## src/rtl/fetch_unit_if.sv

```systemverilog
// Fetch-to-memory and fetch-to-decoder bus: instruction memory address/data,
// branch redirect input and the valid/ready instruction output slot.
interface fetch_unit_if;
  logic [7:0] saidaInstrucao;
  logic [7:0] pccounter;
  logic       branch_taken;
  logic [7:0] branch_target;
  logic       instr_valid;
  logic       instr_ready;
  logic [7:0] instr_opcode;
  logic [7:0] instr_imm;
  logic [7:0] instr_pc;

  modport master (
    input  saidaInstrucao, branch_taken, branch_target, instr_ready,
    output pccounter, instr_valid, instr_opcode, instr_imm, instr_pc
  );

  modport slave (
    output saidaInstrucao, branch_taken, branch_target, instr_ready,
    input  pccounter, instr_valid, instr_opcode, instr_imm, instr_pc
  );
endinterface

```

## src/rtl/fetch_unit.sv

```systemverilog
// Instruction fetch stage: assembles 1/2-byte instructions for the decoder.
// Define FETCH_JMP_EN to resolve JMP (3'b110) locally instead of presenting it.
module fetch_unit (
  input  logic          clock,
  input  logic          reset,
  fetch_unit_if.master  bus
);

  typedef enum logic {FETCH_OP, FETCH_IMM} state_t;

  state_t     state;
  logic [7:0] pc_q;
  logic [7:0] op_q;
  logic [7:0] imm_q;
  logic [7:0] ipc_q;
  logic       valid_q;

  logic       advance;
  logic       two_byte;

  assign advance  = !valid_q || bus.instr_ready;
  assign two_byte = (bus.saidaInstrucao[7:5] == 3'b000) ||
                    (bus.saidaInstrucao[7:5] == 3'b110);

  always_ff @(posedge clock) begin
    if (reset) begin
      state   <= FETCH_OP;
      pc_q    <= '0;
      op_q    <= '0;
      imm_q   <= '0;
      ipc_q   <= '0;
      valid_q <= 1'b0;
    end else if (bus.branch_taken) begin
      // Redirect drops both a half-built instruction and an unconsumed slot.
      state   <= FETCH_OP;
      pc_q    <= bus.branch_target;
      valid_q <= 1'b0;
    end else begin
      case (state)
        FETCH_OP: begin
          if (advance) begin
            op_q  <= bus.saidaInstrucao;
            ipc_q <= pc_q;
            pc_q  <= pc_q + 8'd1;
            if (two_byte) begin
              valid_q <= 1'b0;
              state   <= FETCH_IMM;
            end else begin
              imm_q   <= '0;
              valid_q <= 1'b1;
            end
          end
        end
        FETCH_IMM: begin
          imm_q <= bus.saidaInstrucao;
          state <= FETCH_OP;
`ifdef FETCH_JMP_EN
          if (op_q[7:5] == 3'b110) begin
            pc_q    <= bus.saidaInstrucao;
            valid_q <= 1'b0;
          end else begin
            pc_q    <= pc_q + 8'd1;
            valid_q <= 1'b1;
          end
`else
          pc_q    <= pc_q + 8'd1;
          valid_q <= 1'b1;
`endif
        end
        default: state <= FETCH_OP;
      endcase
    end
  end

  assign bus.pccounter    = pc_q;
  assign bus.instr_valid  = valid_q;
  assign bus.instr_opcode = op_q;
  assign bus.instr_imm    = imm_q;
  assign bus.instr_pc     = ipc_q;

endmodule
```

## src/flat_wrapper.sv

```systemverilog
// flat-port wrapper written by rule: the top's interface ports become plain ports
module fetch_unit_flat 
  (clock, reset, bus_saidaInstrucao, bus_branch_taken, bus_branch_target, bus_instr_ready, bus_pccounter, bus_instr_valid, bus_instr_opcode, bus_instr_imm, bus_instr_pc);
  fetch_unit_if bus_i ();
  input  logic clock;
  input  logic reset;
  input wire logic [$bits(bus_i.saidaInstrucao)-1:0] bus_saidaInstrucao;
  input wire logic [$bits(bus_i.branch_taken)-1:0] bus_branch_taken;
  input wire logic [$bits(bus_i.branch_target)-1:0] bus_branch_target;
  input wire logic [$bits(bus_i.instr_ready)-1:0] bus_instr_ready;
  output wire logic [$bits(bus_i.pccounter)-1:0] bus_pccounter;
  output wire logic [$bits(bus_i.instr_valid)-1:0] bus_instr_valid;
  output wire logic [$bits(bus_i.instr_opcode)-1:0] bus_instr_opcode;
  output wire logic [$bits(bus_i.instr_imm)-1:0] bus_instr_imm;
  output wire logic [$bits(bus_i.instr_pc)-1:0] bus_instr_pc;
  assign bus_i.saidaInstrucao = bus_saidaInstrucao;
  assign bus_i.branch_taken = bus_branch_taken;
  assign bus_i.branch_target = bus_branch_target;
  assign bus_i.instr_ready = bus_instr_ready;
  assign bus_pccounter = bus_i.pccounter;
  assign bus_instr_valid = bus_i.instr_valid;
  assign bus_instr_opcode = bus_i.instr_opcode;
  assign bus_instr_imm = bus_i.instr_imm;
  assign bus_instr_pc = bus_i.instr_pc;
  fetch_unit u_core (.clock(clock), .reset(reset), .bus(bus_i));
endmodule
```

## config.mk

```make
export PLATFORM = sky130hd
export DESIGN_NAME = fetch_unit_flat
export DESIGN_NICKNAME = d
export VERILOG_FILES = /design/src/rtl/fetch_unit_if.sv /design/src/rtl/fetch_unit.sv /design/src/flat_wrapper.sv
export SDC_FILE = /design/constraint.sdc
export NUM_CORES = 1
export LEC_CHECK = 0
export CAP_MARGIN = 15
export CORE_MARGIN = 2
export CORE_UTILIZATION = 38
export DETAILED_ROUTE_END_ITERATION = 6
export PLACE_DENSITY = 0.77
export SLEW_MARGIN = 10
export SYNTH_ARGS = -nofsm -noshare
export SYNTH_HDL_FRONTEND = slang
export SYNTH_SLANG_ARGS = --single-unit
```

## constraint.sdc

```tcl
create_clock -name clock -period 3.31 [get_ports clock]
set_clock_uncertainty 0.1 [all_clocks]
set_input_delay 0.662 -clock clock [delete_from_list [all_inputs] [get_ports clock]]
set_output_delay 0.662 -clock clock [all_outputs]
set_load 0.02 [all_outputs]
```

==> results_dict.tcl <==
set metrics [dict create \
    synth_edf_count 0 \
    synth_top_cells_by_area "dfxtp_1 45%, nand3_1 9.9%, o21ai_0 6.3%" \
    core_area_um2 3740 \
    vias 1521 \
    clk_pin_slew_ns 0.07 \
    ioPinCount 53 \
    place_hpwl_um 2840 \
    start_util 0.405 \
    clock_sinks 34 \
    antenna_found_initial 0 \
    rrSetupSlack_ns 1.48 \
    synth_top_cell_area_share 0.448 \
    synth.net_count 198 \
    worst_slew_pin_slew_ns 0.627 \
    drt_wl_total_um 4000 \
    grt_max_degree 22 \
    fin_crit_sh 0.675 \
    critPathSlowestCell "clkdlybuf4s50_1" \
    critPathMaxStageDelay_ns 0.67 \
    rows 22 \
    timing.fmax_mhz 447 \
    holdCritPathClass "reg2reg" \
    p_int_uw 738 \
    cp.arrival_ns 1.47 \
    ant_nets 0 \
    async_flop_share 0 \
    cts_max_level 2 \
    syn_inst 177 \
    synth_seq_cells 34 \
    drt_iter0_drc 107 \
    final.min_clock_period_ns 2.23 \
    multi_input_area_um2 744 \
    cts_tree "done" \
    critical_path.top_delay_family "buffers and inverters" \
    postLayoutCellArea_um2 2160 \
    ys_types 42 \
    post_cts_buffers 0 \
    status "complete, no violations" \
    ys_seq_area_frac 0.448 \
    cp-end-kind "output port" \
    wl_per_cell_um 14.5 \
    power_density_nw_per_um2 459 \
    die_height_um 67.2 \
    mostFrequentLayoutCell "clkdlybuf4s50_1" \
    ir_worst_vdd_mv 0.240 \
    n_fill_cell 360 \
    syn_to_final_growth_pct 42.1 \
    drtPass1Iterations 4 \
    layout-drive-gt1-share 0.0573 \
    cts-resized-gates 0 \
    grt_pass1_vias 1460 \
    path_cells "clkdlybuf4s50_1" \
    startpoint_type "register" \
    cp_num_buf_inv 1 \
    drc 0 \
    grt_overflow 0 \
    leakagePower_nw 0.754 \
    drv_slew 0 \
    fp.dieW_um 67.2 \
    syn_avg_cell_area_um2 8.57 \
    n_antenna_cell 0 \
    critPathMaxFanout 8 \
    die_area_um2 4520 \
    clkPwrFrac 0.371 \
    r2r-start "u_core.state" \
    fin_setup_tns_ns 0 \
    p_sw_frac 0.255 \
    switchingPower_uw 253 \
    setup_viol 0 \
    fin_nets 247 \
    seq_area_um2 681 \
    hold_viol 0 \
    clockBufferDepth 2 \
    final_cell_mix "52 x clkdlybuf4s50_1, 34 x dfxtp_1, 30 x nand3_1, 19 x o21ai_0, 17 x a21oi_1" \
    cts_buffers 5 \
    cp.required_ns 2.55 \
    worstSetupPathType "reg2out" \
    portBuffers 52 \
    rsz0062_at_grt "no" \
    track_usage 0.193 \
    place.gp.congestion 0.882 \
    grt_first_pass_wirelength_um 6690 \
    yosysWarnings 0 \
    ctsHoldBuffers 0 \
    comb_power_share 0.169 \
    synthFlopType "dfxtp_1" \
    slew_headroom 0.582 \
    postPlaceCellArea_um2 2050 \
    syn-cell-area_um2 1520 \
    synth.largest_area_cell "dfxtp_1" \
    worst_skew_pair.late_latency_ns 0.28 \
    vias_per_cell 5.53 \
    min_from "u_core.bus.instr_imm[3]" \
    seqPwrFrac 0.459 \
    setup.worst_path.start "u_core.bus.pccounter[0]" \
    max-cap-violations 0 \
    root_buffer "clkbuf_8" \
]
## cells in the mapped netlist, drive strengths merged, types with 2 or more instances
master and count:
nand3 30, or3 2, or2 2, inv 2, nor2 5, nand2b 2, o211ai 2, a31oi 2
clkbuf 8, dfxtp 34, nand2 11, or4 3, buf 6, a311oi 3, o21ai 20, mux2i 8
a21oi 17, clkinv 2
## cell families after synthesis
family                   share of synthesized area
multiplexers                                0.0528
AO/OA/AOI/OAI                                0.196
XOR/XNOR                                    0.0115
flip-flops                                   0.448
buffers and inverters                       0.0610
AND/OR/NAND/NOR                              0.222
adder cells (fa/ha/maj)                    0.00824
## state kept, by name (all words and copies together) (netlist names)
name / cells
u_core.bus.instr_imm: 8
u_core.bus.instr_opcode: 8
u_core.bus.instr_pc: 8
u_core.bus.instr_valid: 1
u_core.bus.pccounter: 8
u_core.state: 1
## cell type report
cell class	count	share of cell area
Clock buffer	7	0.0354
Sequential cell	34	0.316
Tap cell	48	0.0278
Timing Repair Buffer	56	0.255
Inverter	4	0.00696
Clock inverter	1	0.0139
Multi-Input combinational cell	125	0.345
## power by group through the flow
stage          Sequential [mW]  Combinational, mW  Clock [mW]
2_1_floorplan            0.482             0.0675           0
3_3_place_gp             0.463              0.166           0
3_5_place_dp             0.464              0.168           0
4_1_cts                  0.455              0.169       0.373
5_1_grt                  0.459              0.182       0.391
6_report                 0.455              0.168       0.368
## worst paths after layout
kind / endpoint / cells after the start
worst min register to register: u_core.bus.instr_imm[3] / 2
worst max-delay path: bus_pccounter[0] / 1
worst min-delay path: u_core.bus.instr_imm[3] / 2
worst max register to register: u_core.bus.pccounter[7] / 4
## metrics by stage
step                instances  total power [mW]  hold WS, ns  utilization  setup WS, ns
global route              275              1.03        0.386        0.576         0.971
CTS                       275             0.997        0.363        0.576          1.06
detailed placement        267             0.632        0.350        0.548         0.850
finish                    275             0.991        0.356        0.576          1.08
floorplan                 177             0.549        0.433            -          1.57
global placement          267             0.630        0.345        0.548         0.901
## routing by layer
metal,GRT usage,part of all wire
met2,0.312,0.48
met1,0.251,0.44
met5,0,0
met3,0.0467,0.073
met4,0.0663,0.013
No activity file was read; power rests on OpenSTA's default activity.
